[config.mk]
export PLATFORM = sky130hd
export DESIGN_NAME = glitch_clk_burst_flat
export DESIGN_NICKNAME = d
export VERILOG_FILES = /design/src/rtl/glitch_pkg.sv /design/src/rtl/glitch_clk_burst_if.sv /design/src/rtl/glitch_timer.sv /design/src/rtl/glitch_clk_burst.sv /design/src/flat_wrapper.sv
export SDC_FILE = /design/constraint.sdc
export NUM_CORES = 1
export LEC_CHECK = 0
export CORE_MARGIN = 1.5
export CORE_UTILIZATION = 51
export CTS_BUF_LIST = sky130_fd_sc_hd__clkbuf_4 sky130_fd_sc_hd__clkbuf_8
export CTS_CLUSTER_SIZE = 20
export DETAILED_ROUTE_END_ITERATION = 8
export GPL_ROUTABILITY_DRIVEN = 1
export HOLD_SLACK_MARGIN = 0.06
export PLACE_DENSITY = 0.83
export SETUP_SLACK_MARGIN = 0.4
export SYNTH_ARGS = -nofsm -noshare
export SYNTH_HDL_FRONTEND = slang
export SYNTH_SLANG_ARGS = --single-unit
[constraint.sdc]
create_clock -name clk -period 3.65 [get_ports clk]
set_input_delay 1.095 -clock clk [delete_from_list [all_inputs] [get_ports clk]]
set_output_delay 1.095 -clock clk [all_outputs]
set_load 0.05 [all_outputs]
[src/rtl/glitch_pkg.sv]
// Shared types and default widths for the clock-glitch burst generator.
package glitch_pkg;

    localparam int CNT_W_DEF = 16;
    localparam int NUM_W_DEF = 8;

    typedef enum logic [2:0] {
        ST_IDLE,
        ST_ARMED,
        ST_DELAY,
        ST_GLITCH,
        ST_GAP
    } state_t;

    typedef enum logic [1:0] {
        FORCE_HI = 2'd0,
        FORCE_LO = 2'd1,
        INVERT   = 2'd2
    } mode_t;

    // Encoding 3 is unnamed and behaves as FORCE_HI.
    function automatic logic apply_mode(input logic [1:0] mode, input logic clean);
        logic result;
        case (mode)
            2'(FORCE_LO): result = 1'b0;
            2'(INVERT):   result = ~clean;
            default:      result = 1'b1;
        endcase
        return result;
    endfunction

endpackage

[src/rtl/glitch_clk_burst_if.sv]
// Control, configuration and status bundle of the glitch burst generator.
interface glitch_clk_burst_if
    import glitch_pkg::*;
#(
    parameter int CNT_W = CNT_W_DEF,
    parameter int NUM_W = NUM_W_DEF
);
    logic             clean_target_clock;
    logic             trig;
    logic             arm;
    logic             abort;
    logic [CNT_W-1:0] cfg_delay;
    logic [CNT_W-1:0] cfg_width;
    logic [CNT_W-1:0] cfg_gap;
    logic [NUM_W-1:0] cfg_count;
    logic [1:0]       cfg_mode;
    logic             cfg_rearm;
    logic             clk_o;
    logic             busy;
    logic             armed;
    logic             done;

    modport master (
        output clean_target_clock, trig, arm, abort,
        output cfg_delay, cfg_width, cfg_gap, cfg_count, cfg_mode, cfg_rearm,
        input  clk_o, busy, armed, done
    );

    modport slave (
        input  clean_target_clock, trig, arm, abort,
        input  cfg_delay, cfg_width, cfg_gap, cfg_count, cfg_mode, cfg_rearm,
        output clk_o, busy, armed, done
    );

endinterface

[src/rtl/glitch_timer.sv]
// Loadable down-counter with zero flag; shared by the DELAY, GLITCH and GAP phases.
module glitch_timer
    import glitch_pkg::*;
#(
    parameter int CNT_W = CNT_W_DEF
) (
    input  logic             clk,
    input  logic             rst,
    input  logic             load,
    input  logic [CNT_W-1:0] load_val,
    output logic             zero
);

    logic [CNT_W-1:0] count;

    always_ff @(posedge clk or posedge rst) begin
        if (rst) begin
            count <= '0;
        end else if (load) begin
            count <= load_val;
        end else if (count != '0) begin
            count <= count - CNT_W'(1);
        end
    end

    assign zero = (count == '0);

endmodule

[src/rtl/glitch_clk_burst.sv]
// Triggered clock-glitch burst generator: delay, then count glitches of width
// cycles separated by gap cycles, applied to a clean target clock.
module glitch_clk_burst
    import glitch_pkg::*;
#(
    parameter int CNT_W = CNT_W_DEF,
    parameter int NUM_W = NUM_W_DEF
) (
    input  logic                clk,
    input  logic                rst,
    glitch_clk_burst_if.slave   bus
);

    state_t           state;
    logic             trig_q;
    logic             fire_q;
    logic             glitch_active;
    logic             busy_q;
    logic             armed_q;
    logic             done_q;

    logic [CNT_W-1:0] delay_q;
    logic [CNT_W-1:0] width_q;
    logic [CNT_W-1:0] gap_q;
    logic [NUM_W-1:0] count_q;
    logic [NUM_W-1:0] remaining;
    logic [1:0]       mode_q;
    logic             rearm_q;

    logic             trig_edge;
    logic [CNT_W-1:0] delay_m1;
    logic [CNT_W-1:0] width_m1;
    logic [CNT_W-1:0] gap_m1;
    logic [NUM_W-1:0] count_eff;
    logic             last;
    logic             timer_load;
    logic [CNT_W-1:0] timer_val;
    logic             timer_zero;

    assign trig_edge = bus.trig & ~trig_q;
    assign delay_m1  = delay_q - CNT_W'(1);
    assign width_m1  = (width_q == '0) ? '0 : width_q - CNT_W'(1);
    assign gap_m1    = (gap_q == '0) ? '0 : gap_q - CNT_W'(1);
    assign count_eff = (count_q == '0) ? NUM_W'(1) : count_q;
    assign last      = (remaining <= NUM_W'(1));

    glitch_timer #(.CNT_W(CNT_W)) u_timer (
        .clk      (clk),
        .rst      (rst),
        .load     (timer_load),
        .load_val (timer_val),
        .zero     (timer_zero)
    );

    // The timer is reloaded on every phase entry with the phase length minus one.
    always_comb begin
        timer_load = 1'b0;
        timer_val  = '0;
        case (state)
            ST_ARMED: begin
                if (fire_q) begin
                    timer_load = 1'b1;
                    timer_val  = (delay_q == '0) ? width_m1 : delay_m1;
                end
            end
            ST_DELAY, ST_GAP: begin
                if (timer_zero) begin
                    timer_load = 1'b1;
                    timer_val  = width_m1;
                end
            end
            ST_GLITCH: begin
                if (timer_zero && !last) begin
                    timer_load = 1'b1;
                    timer_val  = gap_m1;
                end
            end
            default: ;
        endcase
    end

    // fire_q registers an accepted trigger edge so the first glitch starts
    // 1+delay cycles after the edge, including the delay==0 case.
    always_ff @(posedge clk or posedge rst) begin
        if (rst) begin
            state         <= ST_IDLE;
            trig_q        <= 1'b0;
            fire_q        <= 1'b0;
            glitch_active <= 1'b0;
            busy_q        <= 1'b0;
            armed_q       <= 1'b0;
            done_q        <= 1'b0;
            delay_q       <= '0;
            width_q       <= '0;
            gap_q         <= '0;
            count_q       <= '0;
            remaining     <= '0;
            mode_q        <= '0;
            rearm_q       <= 1'b0;
        end else begin
            trig_q <= bus.trig;
            done_q <= 1'b0;
            fire_q <= trig_edge && (state == ST_ARMED) && !bus.abort;
            if (bus.abort) begin
                state         <= ST_IDLE;
                fire_q        <= 1'b0;
                glitch_active <= 1'b0;
                busy_q        <= 1'b0;
                armed_q       <= 1'b0;
            end else begin
                case (state)
                    ST_IDLE: begin
                        if (bus.arm) begin
                            delay_q <= bus.cfg_delay;
                            width_q <= bus.cfg_width;
                            gap_q   <= bus.cfg_gap;
                            count_q <= bus.cfg_count;
                            mode_q  <= bus.cfg_mode;
                            rearm_q <= bus.cfg_rearm;
                            state   <= ST_ARMED;
                            armed_q <= 1'b1;
                        end
                    end
                    ST_ARMED: begin
                        if (fire_q) begin
                            remaining <= count_eff;
                            armed_q   <= 1'b0;
                            busy_q    <= 1'b1;
                            if (delay_q == '0) begin
                                state         <= ST_GLITCH;
                                glitch_active <= 1'b1;
                            end else begin
                                state <= ST_DELAY;
                            end
                        end
                    end
                    ST_DELAY, ST_GAP: begin
                        if (timer_zero) begin
                            state         <= ST_GLITCH;
                            glitch_active <= 1'b1;
                        end
                    end
                    ST_GLITCH: begin
                        if (timer_zero) begin
                            glitch_active <= 1'b0;
                            remaining     <= remaining - NUM_W'(1);
                            if (last) begin
                                done_q  <= 1'b1;
                                busy_q  <= 1'b0;
                                armed_q <= rearm_q;
                                state   <= rearm_q ? ST_ARMED : ST_IDLE;
                            end else begin
                                state <= ST_GAP;
                            end
                        end
                    end
                    default: begin
                        state         <= ST_IDLE;
                        glitch_active <= 1'b0;
                        busy_q        <= 1'b0;
                        armed_q       <= 1'b0;
                    end
                endcase
            end
        end
    end

    assign bus.clk_o = glitch_active ? apply_mode(mode_q, bus.clean_target_clock)
                                     : bus.clean_target_clock;
    assign bus.busy  = busy_q;
    assign bus.armed = armed_q;
    assign bus.done  = done_q;

endmodule

[src/flat_wrapper.sv]
// flat-port wrapper written by rule: the top's interface ports become plain ports
module glitch_clk_burst_flat import glitch_pkg::*;
#(
    parameter int CNT_W = CNT_W_DEF,
    parameter int NUM_W = NUM_W_DEF
)
  (clk, rst, bus_clean_target_clock, bus_trig, bus_arm, bus_abort, bus_cfg_delay, bus_cfg_width, bus_cfg_gap, bus_cfg_count, bus_cfg_mode, bus_cfg_rearm, bus_clk_o, bus_busy, bus_armed, bus_done);
  glitch_clk_burst_if #(.CNT_W(CNT_W), .NUM_W(NUM_W)) bus_i ();
  input  logic clk;
  input  logic rst;
  input wire logic [$bits(bus_i.clean_target_clock)-1:0] bus_clean_target_clock;
  input wire logic [$bits(bus_i.trig)-1:0] bus_trig;
  input wire logic [$bits(bus_i.arm)-1:0] bus_arm;
  input wire logic [$bits(bus_i.abort)-1:0] bus_abort;
  input wire logic [$bits(bus_i.cfg_delay)-1:0] bus_cfg_delay;
  input wire logic [$bits(bus_i.cfg_width)-1:0] bus_cfg_width;
  input wire logic [$bits(bus_i.cfg_gap)-1:0] bus_cfg_gap;
  input wire logic [$bits(bus_i.cfg_count)-1:0] bus_cfg_count;
  input wire logic [$bits(bus_i.cfg_mode)-1:0] bus_cfg_mode;
  input wire logic [$bits(bus_i.cfg_rearm)-1:0] bus_cfg_rearm;
  output wire logic [$bits(bus_i.clk_o)-1:0] bus_clk_o;
  output wire logic [$bits(bus_i.busy)-1:0] bus_busy;
  output wire logic [$bits(bus_i.armed)-1:0] bus_armed;
  output wire logic [$bits(bus_i.done)-1:0] bus_done;
  assign bus_i.clean_target_clock = bus_clean_target_clock;
  assign bus_i.trig = bus_trig;
  assign bus_i.arm = bus_arm;
  assign bus_i.abort = bus_abort;
  assign bus_i.cfg_delay = bus_cfg_delay;
  assign bus_i.cfg_width = bus_cfg_width;
  assign bus_i.cfg_gap = bus_cfg_gap;
  assign bus_i.cfg_count = bus_cfg_count;
  assign bus_i.cfg_mode = bus_cfg_mode;
  assign bus_i.cfg_rearm = bus_cfg_rearm;
  assign bus_clk_o = bus_i.clk_o;
  assign bus_busy = bus_i.busy;
  assign bus_armed = bus_i.armed;
  assign bus_done = bus_i.done;
  glitch_clk_burst #(.CNT_W(CNT_W), .NUM_W(NUM_W)) u_core (.clk(clk), .rst(rst), .bus(bus_i));
endmodule
==> results of run 1 <==
-- critical path, delay by kind of cell --
kind | cells | cell delay [ps]
simple gates | 1 | 50
buf+inv | 2 | 370
mux | 2 | 530
-- per-stage QoR --
| step | worst slack (ps) | instances | util, % |
|---|---|---|---|
| 6_report | 496 | 752 | 63.2 |
| 5_1_grt | 446 | 752 | 63.2 |
| 4_1_cts | 485 | 752 | 63.2 |
| 3_5_place_dp | 205 | 736 | 60.7 |
| 3_3_place_gp | 257 | 736 | 60.7 |
| 2_1_floorplan | 806 | 547 | - |
-- state kept, by name, summed over array words and instances (netlist names) --
| register | count |
|---|---|
| u_core.bus.armed | 1 |
| u_core.bus.busy | 1 |
| u_core.bus.done | 1 |
| u_core.count_q | 8 |
| u_core.delay_q | 16 |
| u_core.fire_q | 1 |
| u_core.gap_q | 16 |
| u_core.glitch_active | 1 |
| u_core.mode_q | 2 |
| u_core.rearm_q | 1 |
| u_core.remaining | 8 |
| u_core.state | 3 |
| u_core.trig_q | 1 |
| u_core.u_timer.count | 16 |
| u_core.width_q | 16 |
-- per-layer routing --
metal / part of all wire (%) / vias to the layer above
met5: 0 / -
met4: 2.8 / 0
met3: 6.4 / 33
met2: 48 / 161
met1: 43 / 2221
li1: - / 2138
-- power groups by stage --
stage	Clock [W]	Sequential [W]	Combinational (W)
3_3_place_gp	0	0.00207	0.00166
5_1_grt	0.000919	0.00217	0.00192
2_1_floorplan	0	0.00192	0.00135
4_1_cts	0.000878	0.00209	0.00174
6_report	0.000864	0.00211	0.00175
3_5_place_dp	0	0.00210	0.00172
-- kinds of logic (layout without fill, tap and decap cells) --
| logic type | Yosys count | count (layout) | share of synthesized area (%) |
|---|---|---|---|
| fa+ha+maj | 8 | 8 | 1.84 |
| xor+xnor | 42 | 42 | 6.75 |
| simple gates | 199 | 199 | 20.0 |
| compound gates | 103 | 103 | 12.4 |
| buf+inv | 34 | 103 | 2.55 |
| flops | 92 | 92 | 42.3 |
| mux | 69 | 69 | 14.1 |
-- how the worst max path moves through the flow --
stage,from,to,slack [ps],cells past startpoint
4_1_cts,bus_clean_target_clock,bus_clk_o,480,5
2_1_floorplan,bus_clean_target_clock,bus_clk_o,810,3
3_5_place_dp,bus_clean_target_clock,bus_clk_o,200,5
5_1_grt,u_core.u_timer.count[0],u_core.remaining[3],450,8
6_report,bus_clean_target_clock,bus_clk_o,500,5
3_3_place_gp,bus_clean_target_clock,bus_clk_o,260,5
-- cell usage in the layout (no fill, tap or decap), types with 6 or more instances in the layout --
master           synthesis  layout
a21oi_1                 22      22
clkbuf_8                 0      10
clkdlybuf4s50_1          0      66
dfrtp_1                 92      92
ha_1                     8       8
inv_1                   13      12
mux2_2                  64      64
nand2_1                 34      34
nand2b_1                 6       6
nand3_1                  8       8
nor2_1                  51      51
nor2b_1                  7       7
nor3_1                  21      21
nor3b_1                  8       8
nor4_1                  18      18
o21ai_0                 28      28
o221ai_1                 7       7
o22ai_1                  7       7
or3_1                    9       9
or4_1                    9       9
xnor2_1                 26      26
xor2_1                  16      16
-- area by class of cell --
cell class | count | area (µm²)
Fill cell | 828 | 3800
Multi-Input combinational cell | 421 | 3010
Sequential cell | 92 | 2300
Timing Repair Buffer | 74 | 742
Tap cell | 136 | 170
Clock buffer | 10 | 138
Clock inverter | 6 | 116
Inverter | 13 | 52.6
==> impl_metrics.ini, run 1 <==
[outcome]
run_status = finished clean

[floorplan]
core_um2 = 10300
num_rows = 37
fp.dieArea_um2 = 11300
die_w_um = 106
die_y_um = 106
start_util_pct = 52.8
ios = 69

[critical_path]
worstPathRequired_ps = 2550
crit_path_start_kind = input pin
worstSetupPathType = input pin to output port
path_common_cell = mux2_2
cp_max_fo = 2
worstSetupEndpointType = output port
r2r_start = u_core.u_timer.count[0]
crit_chain = dlygate4sd2_1 > nand2_1 > mux2_2 > mux2_2 > buf_8
cp_data_arrival_time_ps = 2060
critPathSlowestCell = mux2_2
r2r-end = u_core.remaining[0]
r2r_cells = 8
reg2reg_setup_slack_ps = 630
cp_slowest_stage_delay_ps = 280

[detailed_routing]
viasPerCell = 6.05
routed_wl_um = 13400
vias = 4553
dr.pass1.iters = 5
drt-initial-drc-count = 356
ant_nets = 0
drc = 0
drt-wirelength-per-cell_um = 17.8

[power_and_ir_drop]
p_leak_nw = 2.52
power_frac_clock_pct = 18.3
power_w = 0.00472
seqPwrFrac_pct = 44.6
power.switching_w = 0.00184
swShare_pct = 39.0
p_int_w = 0.00288
combPwrFrac_pct = 37.1
max-vdd-ir-drop_uv = 346
power_density_nw_per_um2 = 723

[grt]
grt_start_max_net_pins = 60
grt_util_met2_pct = 40.3
grt_first_pass_wirelength_um = 21800
met3_usage_pct = 4.78
busiest_layer = met2
met1_usage_pct = 32.5
grt_pass1_vias = 4366
grt_usage_pct = 24.7
overflow = 0
antenna_found_initial = 0

[clock_network]
cts.sinks = 92
htree_levels = 3
clockRootBuffer = clkbuf_8
cts.clk_slew.worst_paths_ps = 100
insertion_delay_ps = 380
cts-resized-gates = 3
cts_tree = done
clockBufferDepth = 2
postCtsSetupRepairBufs = 0
ctsHoldBuffers = 0
numCtsBuffers = 9

[timing]
worst_slew_pin_slew_ps = 999
setup_viol = 0
max_slew_margin_pct = 32.8
fin_hold_ws_ps = 410
clock_skew_ps = 16.3
max_freq_mhz = 317
final_max_slew_viol_count = 0
hold_violations = 0
period_needed_ps = 3150
final.setup.tns_ps = 0
rsz0062_at_grt = no
timing.final.crit_share_pct = 86.4

[layout]
layout.nets = 684
syn_to_final_growth_pct = 19.8
antenna_cells = 0
layout-drive-gt1-share_pct = 16.6
design_area_um2 = 6530

[yosys]
synth.most_common_cell = dfrtp_1
async_reset_ff_share_pct = 100
ys_seq_elements = 92
synth_edf_count = 0
syn_area_per_cell_um2 = 9.96
ys_warn_count = 0
synthCells = 547
synth_sequential_area_ratio_pct = 42.3
synth_cell_types = 59
ys.flop_type = dfrtp_1
ys_top_cells_by_count = 92 x dfrtp_1, 64 x mux2_2, 51 x nor2_1, 34 x nand2_1, 28 x o21ai_0
synth_top_area_cell = dfrtp_1
syn-num-nets = 620
netlist.area_leader.share_pct = 42.3
syn_area_um2 = 5450
synth_area_leaders = dfrtp_1 42%, mux2_2 13%, xnor2_1 4.2%

[min_path]
hold_path.class = flop to flop
hold_start = u_core.trig_q
holdPathStages = 1
whs_endpoint = u_core.fire_q

[place]
dpl_cell_area_um2 = 6270
routabilityCongestion = 0.981
portBuffers = 68
detailedPlacementHpwl_um = 10000

[run]
cap_violations = 0
Note: power is estimated with default switching activity, not from simulation.
==> inputs of run 2 (changes only) <==
Settings changed: CAP_MARGIN from default to 30, PLACE_DENSITY 0.83 to 0.8.
Clock period 3.65 ns to 4.1 ns, I/O delays scaled along.
==> run 2 against run 1 <==
Net effect: utilization fell by 0.35 points; clock skew rose by 1.2 ps; first-iteration DRC count fell by 14%; power fell by 13%; via count fell by 1.3%; routed wire length fell by 1.4%; sequential power fell by 11%; hold slack improved by 10 ps; final cell count fell by 0.13%; clock power fell by 19%; critical path type unchanged; largest cell class unchanged.
==> impl_metrics.ini, run 2 (synthesis results as in run 1) <==
[outcome]
run_status = finished clean

[detailed_routing]
routed_wl_um = 13200
ant_nets = 0
drc = 0
viasPerCell = 5.98
dr.pass1.iters = 5
drt-wirelength-per-cell_um = 17.6
drt-initial-drc-count = 307
vias = 4494

[min_path]
hold_path.class = flop to flop

[layout]
fin_cells = 751
layout_common_cells = 92 x dfrtp_1, 67 x clkdlybuf4s50_1, 64 x mux2_2
syn_to_final_growth_pct = 19.2
layout.nets = 683
antenna_cells = 0
layout_commonest_cell = dfrtp_1
layout-drive-gt1-share_pct = 16.4

[critical_path]
worstSetupPathType = input pin to output port
cp_data_arrival_time_ps = 2430
path_common_cell = mux2_2
crit_path_start_kind = input pin
worstPathRequired_ps = 2870
cp_slowest_stage_delay_ps = 480
r2r-end = u_core.remaining[0]
crit_end = bus_clk_o
worst-path-stages = 5
critPathSlowestCell = clkdlybuf4s50_1
r2r_cells = 8
worstSetupEndpointType = output port
cp_max_fo = 2
critPathBufInv = 2
r2r_start = u_core.u_timer.count[0]
cp-startpoint = bus_clean_target_clock
crit_chain = clkdlybuf4s50_1 > nand2_1 > mux2_2 > mux2_2 > buf_6
reg2reg_setup_slack_ps = 1160
cp_top_family = buffers and inverters

[place]
portBuffers = 68
dpl.cell_count = 735
detailedPlacementHpwl_um = 9780
routabilityCongestion = 0.982

[clock_network]
htree_levels = 3
clockBufferDepth = 2
postCtsSetupRepairBufs = 0
numCtsBuffers = 9
cts.clk_slew.worst_paths_ps = 100
ctsHoldBuffers = 0
insertion_delay_ps = 380
cts.sinks = 92
cts_tree = done
cts-resized-gates = 0
clockRootBuffer = clkbuf_8

[power_and_ir_drop]
max-vdd-ir-drop_uv = 392
power_density_nw_per_um2 = 633
power_frac_clock_pct = 17.1
swShare_pct = 39.1
p_int_w = 0.00250
p_leak_nw = 2.50
seqPwrFrac_pct = 45.5
combPwrFrac_pct = 37.4
power.switching_w = 0.00161

[floorplan]
die_w_um = 106
ios = 69
core_um2 = 10300
fp.dieArea_um2 = 11300
num_rows = 37
die_y_um = 106
start_util_pct = 52.8

[timing]
timing.final.crit_share_pct = 89.3
max_slew_margin_pct = 40.2
setup_viol = 0
clock_skew_ps = 17.5
final_max_slew_viol_count = 0
hold_violations = 0
final.setup.tns_ps = 0
worst_slew_pin_slew_ps = 896
period_needed_ps = 3660
max_freq_mhz = 273
rsz0062_at_grt = no

[run]
cap_violations = 0

[grt]
grt_pass1_vias = 4302
overflow = 0
grt_usage_pct = 24.4
grt_first_pass_wirelength_um = 21600
grt_start_max_net_pins = 58
antenna_found_initial = 0
==> run 2: cell count changes in the layout (fill, tap and decap cells not counted), sizes merged <==
| cell | change |
|---|---|
| clkbuf | +1 |
| dlygate4sd2 | -1 |
| buf | -1 |
| bufinv | -1 |
| clkinv | +2 |
| clkdlybuf4s50 | +1 |
| inv | -2 |
==> run 2: worst min path at each step <==
stage	startpoint	endpoint	slack [ps]	cells past startpoint
floorplan	u_core.trig_q	u_core.fire_q	380	1
global placement	u_core.trig_q	u_core.fire_q	400	1
detailed placement	u_core.trig_q	u_core.fire_q	410	1
CTS	u_core.trig_q	u_core.fire_q	420	1
global route	u_core.trig_q	u_core.fire_q	430	1
finish	u_core.trig_q	u_core.fire_q	420	1
==> run 2: final cells by class <==
cell class                      count  area, µm²
Clock inverter                      5       85.1
Multi-Input combinational cell    421       3010
Clock buffer                       11        145
Sequential cell                    92       2300
Tap cell                          136        170
Inverter                           13       50.0
Timing Repair Buffer               73        732
Fill cell                         799       3830
==> run 2: power groups by stage <==
stage	combinational, W	clock [W]	sequential (W)
2_1_floorplan	0.00120	0	0.00171
3_3_place_gp	0.00147	0	0.00184
3_5_place_dp	0.00151	0	0.00187
4_1_cts	0.00153	0.000714	0.00186
5_1_grt	0.00169	0.000746	0.00193
6_report	0.00154	0.000701	0.00187
==> run 2: worst reg2reg max path: cells and delay by family (launching register included) <==
family / cells / cell delay [ps]
compound gates: 2 / 170
flops: 1 / 440
buf+inv: 1 / 100
simple gates: 4 / 1970
fa+ha+maj: 1 / 190
==> run 2: metal layers <==
layer | global-route usage, % | wire (µm)
met5 | 0 | 0
met4 | 9.65 | 322
met3 | 4.17 | 822
met2 | 38.2 | 6200
met1 | 33.7 | 5850
==> run 2: metrics by stage <==
| stage | worst slack [ps] | hold slack [ps] | cell area [µm²] | power [W] | utilization [%] |
|---|---|---|---|---|---|
| global placement | 435 | 401 | 6260 | 0.00331 | 60.6 |
| global route | 409 | 430 | 6490 | 0.00437 | 62.9 |
| finish | 440 | 420 | 6490 | 0.00411 | 62.9 |
| CTS | 417 | 424 | 6490 | 0.00410 | 62.8 |
| floorplan | 478 | 384 | 5450 | 0.00291 | - |
| detailed placement | 425 | 411 | 6260 | 0.00338 | 60.6 |
==> RTL edit 1: new RTL, settings of run 1 <==
Change the package constant `CNT_W_DEF` from 16 to 14.
--- a/src/rtl/glitch_pkg.sv
+++ b/src/rtl/glitch_pkg.sv
@@ -1,7 +1,7 @@
 // Shared types and default widths for the clock-glitch burst generator.
 package glitch_pkg;
 
-    localparam int CNT_W_DEF = 16;
+    localparam int CNT_W_DEF = 14;
     localparam int NUM_W_DEF = 8;
 
     typedef enum logic [2:0] {
Ports: changed (resized bus_cfg_delay, bus_cfg_gap and bus_cfg_width); port bits go from 69 to 63. The function was not compared with the original's and may differ.
==> RTL edit 1 against run 1 <==
Worst hold slack improved by 0.0019 ns; highest routed layer unchanged; synthesized area decreased by 8.3%; via count down 5.4%; sequential cell count shrank 8; total power fell by 18%; cell area shrank 8.1%; largest power group unchanged; wire length down 7.0%; setup slack gained 0.030 ns; critical endpoint unchanged; largest cell class unchanged.
==> RTL edit 1: results (changes against run 1) <==
- CTS Root Cell: clkbuf_8 (unchanged)
- Routed len/inst: 17.56 um (was 17.79 um)
- Initial antenna violation count: 0 (unchanged)
- Vias/cell: 6.076 (was 6.055)
- Hold path depth: 1 (unchanged)
- Met2 usage: 0.3907 (was 0.4032)
- Final nets: 641 (was 684)
- Total GRT Usage: 0.2560 (was 0.2470)
- Min-Delay Path Class: reg -> reg (unchanged)
- Final Skew: 0.01084 ns (was 0.01628 ns)
- Crit-path max cell delay: 0.27 ns
- Worst Path Max Fanout: 2 (unchanged)
- Post-synth cell types: 66 (was 59)
- Vias in the first global route: 4159 (was 4366)
- Largest net degree at the start of global routing: 46 (was 60)
- Synth area leaders: dfrtp_1 (42%), mux2_2 (13%), nor2_1 (3.6%), xor2_1 (3.2%), a21oi_1 (3.1%) (was dfrtp_1 (42%), mux2_2 (13%), xnor2_1 (4.2%), nor2_1 (3.5%), o21ai_0 (2.6%))
- Ys async rst share: 1.000 (unchanged)
- Layout cells sized above 1: 0.1655 (was 0.1656)
- Gpl congestion: 0.9352 (was 0.9812)
- Initial DRC Count: 310 (was 356)
- Fill cell count: 776 (was 828)
- CTS max path bufs: 2 (unchanged)
- Syn nets: 579 (was 620)
- Crit-path slowest cell: mux2_4 (was mux2_2)
- CP arrival: 2.03 ns (was 2.06 ns)
- Yosys warns: 0 (unchanged)
- CTS buffer count: 9 (unchanged)
- Reg2Reg Depth: 7 (was 8)
- Worst relative slew slack: 0.3457 (was 0.3280)
- Worst-path clk slew: approximately 0.09 ns
- Commonest cells post-synth: dfrtp_1 (84), mux2_2 (59), nor2_1 (48) (was dfrtp_1 (92), mux2_2 (64), nor2_1 (51))
- DR pass1 iterations: 5 (unchanged)
- Worst-Skew Late Latency: 0.37 ns
- GR Layer Usage met1: 0.3683 (was 0.3253)
- Sequential-to-total area share from yosys stat: 0.4207 (was 0.4226)
- Slew Limit Fails: 0 (unchanged)
- ANT cells: 0 (unchanged)
- Port Buffers: 62 (was 68)
- Max VDD drop: 0.0003245 V (was 0.0003461 V)
- Global-route met3 utilization: 0.04309 (was 0.04782)
- Status: complete, no violations (unchanged)
- H-tree levels: 3 (unchanged)
- Post-DP HPWL: 9.206 mm (was 10.01 mm)
- First-pass GRT wire length: 20.69 mm (was 21.80 mm)
- Leak Pwr: 2.355 nW (was 2.515 nW)
-- RTL edit 1: cell families (layout without fill, tap and decap cells) --
group	count (synthesis)	after routing	share of synthesized area
compound gates	109	109	0.1372
simple gates	190	190	0.2071
buf+inv	30	97	0.02379
xor+xnor	30	30	0.05259
fa+ha+maj	7	7	0.01753
mux	63	63	0.1410
flops	84	84	0.4207
-- RTL edit 1: where the power goes --
group / leakage, nW / total, mW / internal, mW / switching, mW
Clock: 0.103 / 0.701 / 0.345 / 0.356
Combinational: 1.24 / 1.40 / 0.719 / 0.682
Sequential: 1.01 / 1.78 / 1.29 / 0.487
-- RTL edit 1: critical path, delay by kind of cell --
family                 cells  cell delay, ns
and+or+nand+nor            1            0.05
buffers and inverters      2            0.36
muxes                      2            0.52
-- RTL edit 1: cell type report --
class / instances / area, um2 / share of cell area
Multi-Input combinational cell: 399 / 2784 / 0.4640
Sequential cell: 84 / 2102 / 0.3504
Timing Repair Buffer: 68 / 694.4 / 0.1157
Tap cell: 129 / 161.4 / 0.02690
Clock buffer: 11 / 145.1 / 0.02419
Clock inverter: 5 / 60.06 / 0.01001
Inverter: 13 / 52.55 / 0.008759
-- RTL edit 1: per-stage QoR --
stage               power (mW)  worst slack (ns)  area [um2]  instances    util
finish                   3.885            0.5255        6000        709  0.6402
global route             4.137            0.4871        6000        709  0.6402
detailed placement       3.162            0.2349        5784        693  0.6172
CTS                      3.866            0.5265        6000        709  0.6402
global placement         3.093            0.2556        5784        693  0.6172
floorplan                2.708            0.8058        5000        513       -
-- RTL edit 1: path summary, 6_finish.rpt --
check | startpoint | to | slack (ns)
hold reg to reg | u_core.trig_q$_DFF_PP0_ | u_core.fire_q$_DFF_PP0_ | 0.41
min in group asynchronous | rst | u_core.count_q[6]$_DFFE_PP0P_ | 1.21
max in group asynchronous | rst | u_core.u_timer.count[2]$_DFFE_PP0P_ | 1.77
setup / recovery | bus_clean_target_clock | bus_clk_o | 0.53
hold / removal | u_core.trig_q$_DFF_PP0_ | u_core.fire_q$_DFF_PP0_ | 0.41
setup reg to reg | u_core.delay_q[0]$_DFFE_PP0P_ | u_core.u_timer.count[1]$_DFFE_PP0P_ | 0.95
-- RTL edit 1: per-layer routing --
layer | up-vias | part of all wire | wire, um
li1 | 2029 | - | -
met1 | 2087 | 0.46 | 5670
met2 | 163 | 0.47 | 5797
met3 | 29 | 0.055 | 687
met4 | 0 | 0.024 | 293
met5 | - | 0 | 0
-- RTL edit 1: what timing repair did --
item                                    in CTS  in global routing
hold buffers                                 0                  0
endpoints found under the setup margin       1                  0
setup buffers                                0                  0
gates resized for setup                      4                  0
==> RTL edit 2: new RTL, flow settings as in run 1 <==
Made on the original files. The 5 states of `state_t` get a Gray code encoding in 3 bits.
--- a/src/rtl/glitch_pkg.sv
+++ b/src/rtl/glitch_pkg.sv
@@ -5,11 +5,11 @@
     localparam int NUM_W_DEF = 8;
 
     typedef enum logic [2:0] {
-        ST_IDLE,
-        ST_ARMED,
-        ST_DELAY,
-        ST_GLITCH,
-        ST_GAP
+        ST_IDLE   = 3'b000,
+        ST_ARMED  = 3'b001,
+        ST_DELAY  = 3'b011,
+        ST_GLITCH = 3'b010,
+        ST_GAP    = 3'b110
     } state_t;
 
     typedef enum logic [1:0] {
Behaviour: no difference found for any inputs over 10 cycles, from zero or initial values and one cycle with rst high; not proved beyond that.
==> RTL edit 2 against run 1 <==
Total power decreased by 24%; combinational power decreased by 34%; register-to-register slack improved by 0.10 ns; sequential power decreased by 20%; setup slack got worse by 0.0093 ns; wire length decreased by 0.87%; non-clock buffer count increased by 6; synthesized area decreased by 1.7%; sequential cell count unchanged; critical path depth unchanged; cell area decreased by 1.1%; critical path type unchanged; largest power group unchanged.
==> RTL edit 2: results (changes against run 1) <==
- CP arrival: 2.07 ns
- CTS max path bufs: 2 (unchanged)
- Largest net degree at the start of global routing: 40 (was 60)
- DR pass1 iterations: 4 (was 5)
- Worst-Skew Late Latency: around 0.37 ns
- Final Skew: 0.01195 ns (was 0.01628 ns)
- Post-synth cell types: 54 (was 59)
- Synthesized instance count: 538 (was 547)
- Initial antenna violation count: 0 (unchanged)
- Min-Delay Path Class: reg -> reg (unchanged)
- Psw: 1.271 mW (was 1.839 mW)
- Ys flop type: dfrtp_1 (unchanged)
- Gpl congestion: 0.9810 (was 0.9812)
- CTS Root Cell: clkbuf_8 (unchanged)
- Non-Filler Instances: 749 (was 752)
- First-pass GRT wire length: 21.89 mm (was 21.80 mm)
- Layout cells sized above 1: 0.1648 (was 0.1656)
- CTS buffer count: 9 (unchanged)
- Initial DRC Count: 257 (was 356)
- Post-Route WL: 13.26 mm (was 13.38 mm)
- Worst Path Max Fanout: 2 (unchanged)
- Yosys warns: 0 (unchanged)
- Sequential-to-total area share from yosys stat: 0.4301 (was 0.4226)
- Ys async rst share: 1.000 (unchanged)
- Post-DP HPWL: 10.04 mm (was 10.01 mm)
- Leak Pwr: 2.575 nW (was 2.515 nW)
- Worst-path clk slew: about 0.090 ns
- Final setup TNS: 0 ns (unchanged)
- Vias: 4475 (was 4553)
- Dpl ws: 0.2336 ns (was 0.2049 ns)
- Max VDD drop: 0.0003631 V (was 0.0003461 V)
- Commonest cells post-synth: dfrtp_1 (92), mux2_2 (64), nor2_1 (43) (was dfrtp_1 (92), mux2_2 (64), nor2_1 (51))
- ANT cells: 0 (unchanged)
- Placed cells: 734 (was 736)
- Status: complete, no violations (unchanged)
- Port Buffers: 68 (unchanged)
- Worst r2r src: u_core.u_timer.count[7]$_DFFE_PP0P_ (was u_core.u_timer.count[0]$_DFFE_PP0P_)
- Worst relative slew slack: 0.4183 (was 0.3280)
- Hold Path Origin: u_core.count_q[0]$_DFFE_PP0P_ (was u_core.trig_q$_DFF_PP0_)
- Final nets: 682 (was 684)
- Worst Setup SP: bus_clean_target_clock (unchanged)
- Synth area leaders: dfrtp_1 (43%), mux2_2 (13%), xnor2_1 (3.9%), xor2_1 (3.3%), nor2_1 (3.0%) (was dfrtp_1 (42%), mux2_2 (13%), xnor2_1 (4.2%), nor2_1 (3.5%), o21ai_0 (2.6%))
- Syn nets: 611 (was 620)
- Total GRT Usage: 0.2514 (was 0.2470)
- H-tree levels: 3 (unchanged)
RTL edit 2: changes by cell type after synthesis, moves of 5 or more:
cell,delta
a2bb2oi_1,+7
nand2_1,+5
nand3_1,+5
nor2_1,-8
nor3_1,+7
nor4_1,-7
o211ai_1,+8
o21ai_0,-9
o221ai_1,-5
or3_1,+7
or4_1,-6
RTL edit 2: power groups by stage:
stage / Combinational (mW) / Clock, mW / Sequential, mW
floorplan: 0.842 / 0 / 1.58
global placement: 1.09 / 0 / 1.66
detailed placement: 1.12 / 0 / 1.69
CTS: 1.14 / 0.786 / 1.67
global route: 1.26 / 0.815 / 1.72
finish: 1.15 / 0.774 / 1.68
RTL edit 2: worst paths after layout:
| kind | slack, ns | endpoint | cells past startpoint |
|---|---|---|---|
| setup / recovery | 0.49 | bus_clk_o | 5 |
| hold / removal | 0.51 | u_core.count_q[0]$_DFFE_PP0P_ | 1 |
| setup reg to reg | 0.73 | u_core.state[0]$_DFFE_PP0P_ | 6 |
| hold reg to reg | 0.51 | u_core.count_q[0]$_DFFE_PP0P_ | 1 |
| max in group asynchronous | 1.72 | u_core.width_q[14]$_DFFE_PP0P_ | 3 |
| min in group asynchronous | 1.14 | u_core.delay_q[11]$_DFFE_PP0P_ | 2 |
RTL edit 2: layout make-up:
class	count	area, um2
multi-input combinational	411	2910
timing repair buffer	80	787.0
fill	832	3777
clock buffer	11	151.4
sequential	92	2302
tap	136	170.2
inverter	15	60.06
clock inverter	4	72.57
RTL edit 2: kinds of logic after synthesis:
kind of cell	count (synthesis)	synth area share
simple gates	192	0.1856
compound gates	98	0.1225
flops	92	0.4301
mux	69	0.1449
xor+xnor	44	0.07200
buf+inv	35	0.02618
fa+ha+maj	8	0.01870
RTL edit 2: metal layers:
layer,GRT usage,vias to the layer above,part of all wire
li1,-,2104,-
met1,0.3300,2203,0.43
met5,0,-,0
met2,0.4076,137,0.49
met4,0.1233,0,0.033
met3,0.03772,31,0.049
RTL edit 2: worst max-delay path, stage by stage:
cell and delay, ns:
dlygate4sd2_1 0.22, nand2_1 0.05, mux2_2 0.25, mux2_2 0.29, buf_8 0.16
RTL edit 2: what timing repair did:
action,in CTS,in global routing
endpoints found under the setup margin,1,0
endpoints found under the hold margin,0,0
buffers inserted,0,0
resized for setup,3,0
RTL edit 2: metrics by stage:
step                power [mW]  cell area [um2]
floorplan                2.423             5356
global placement         2.755             6223
detailed placement       2.805             6223
CTS                      3.589             6454
global route             3.794             6454
finish                   3.596             6454
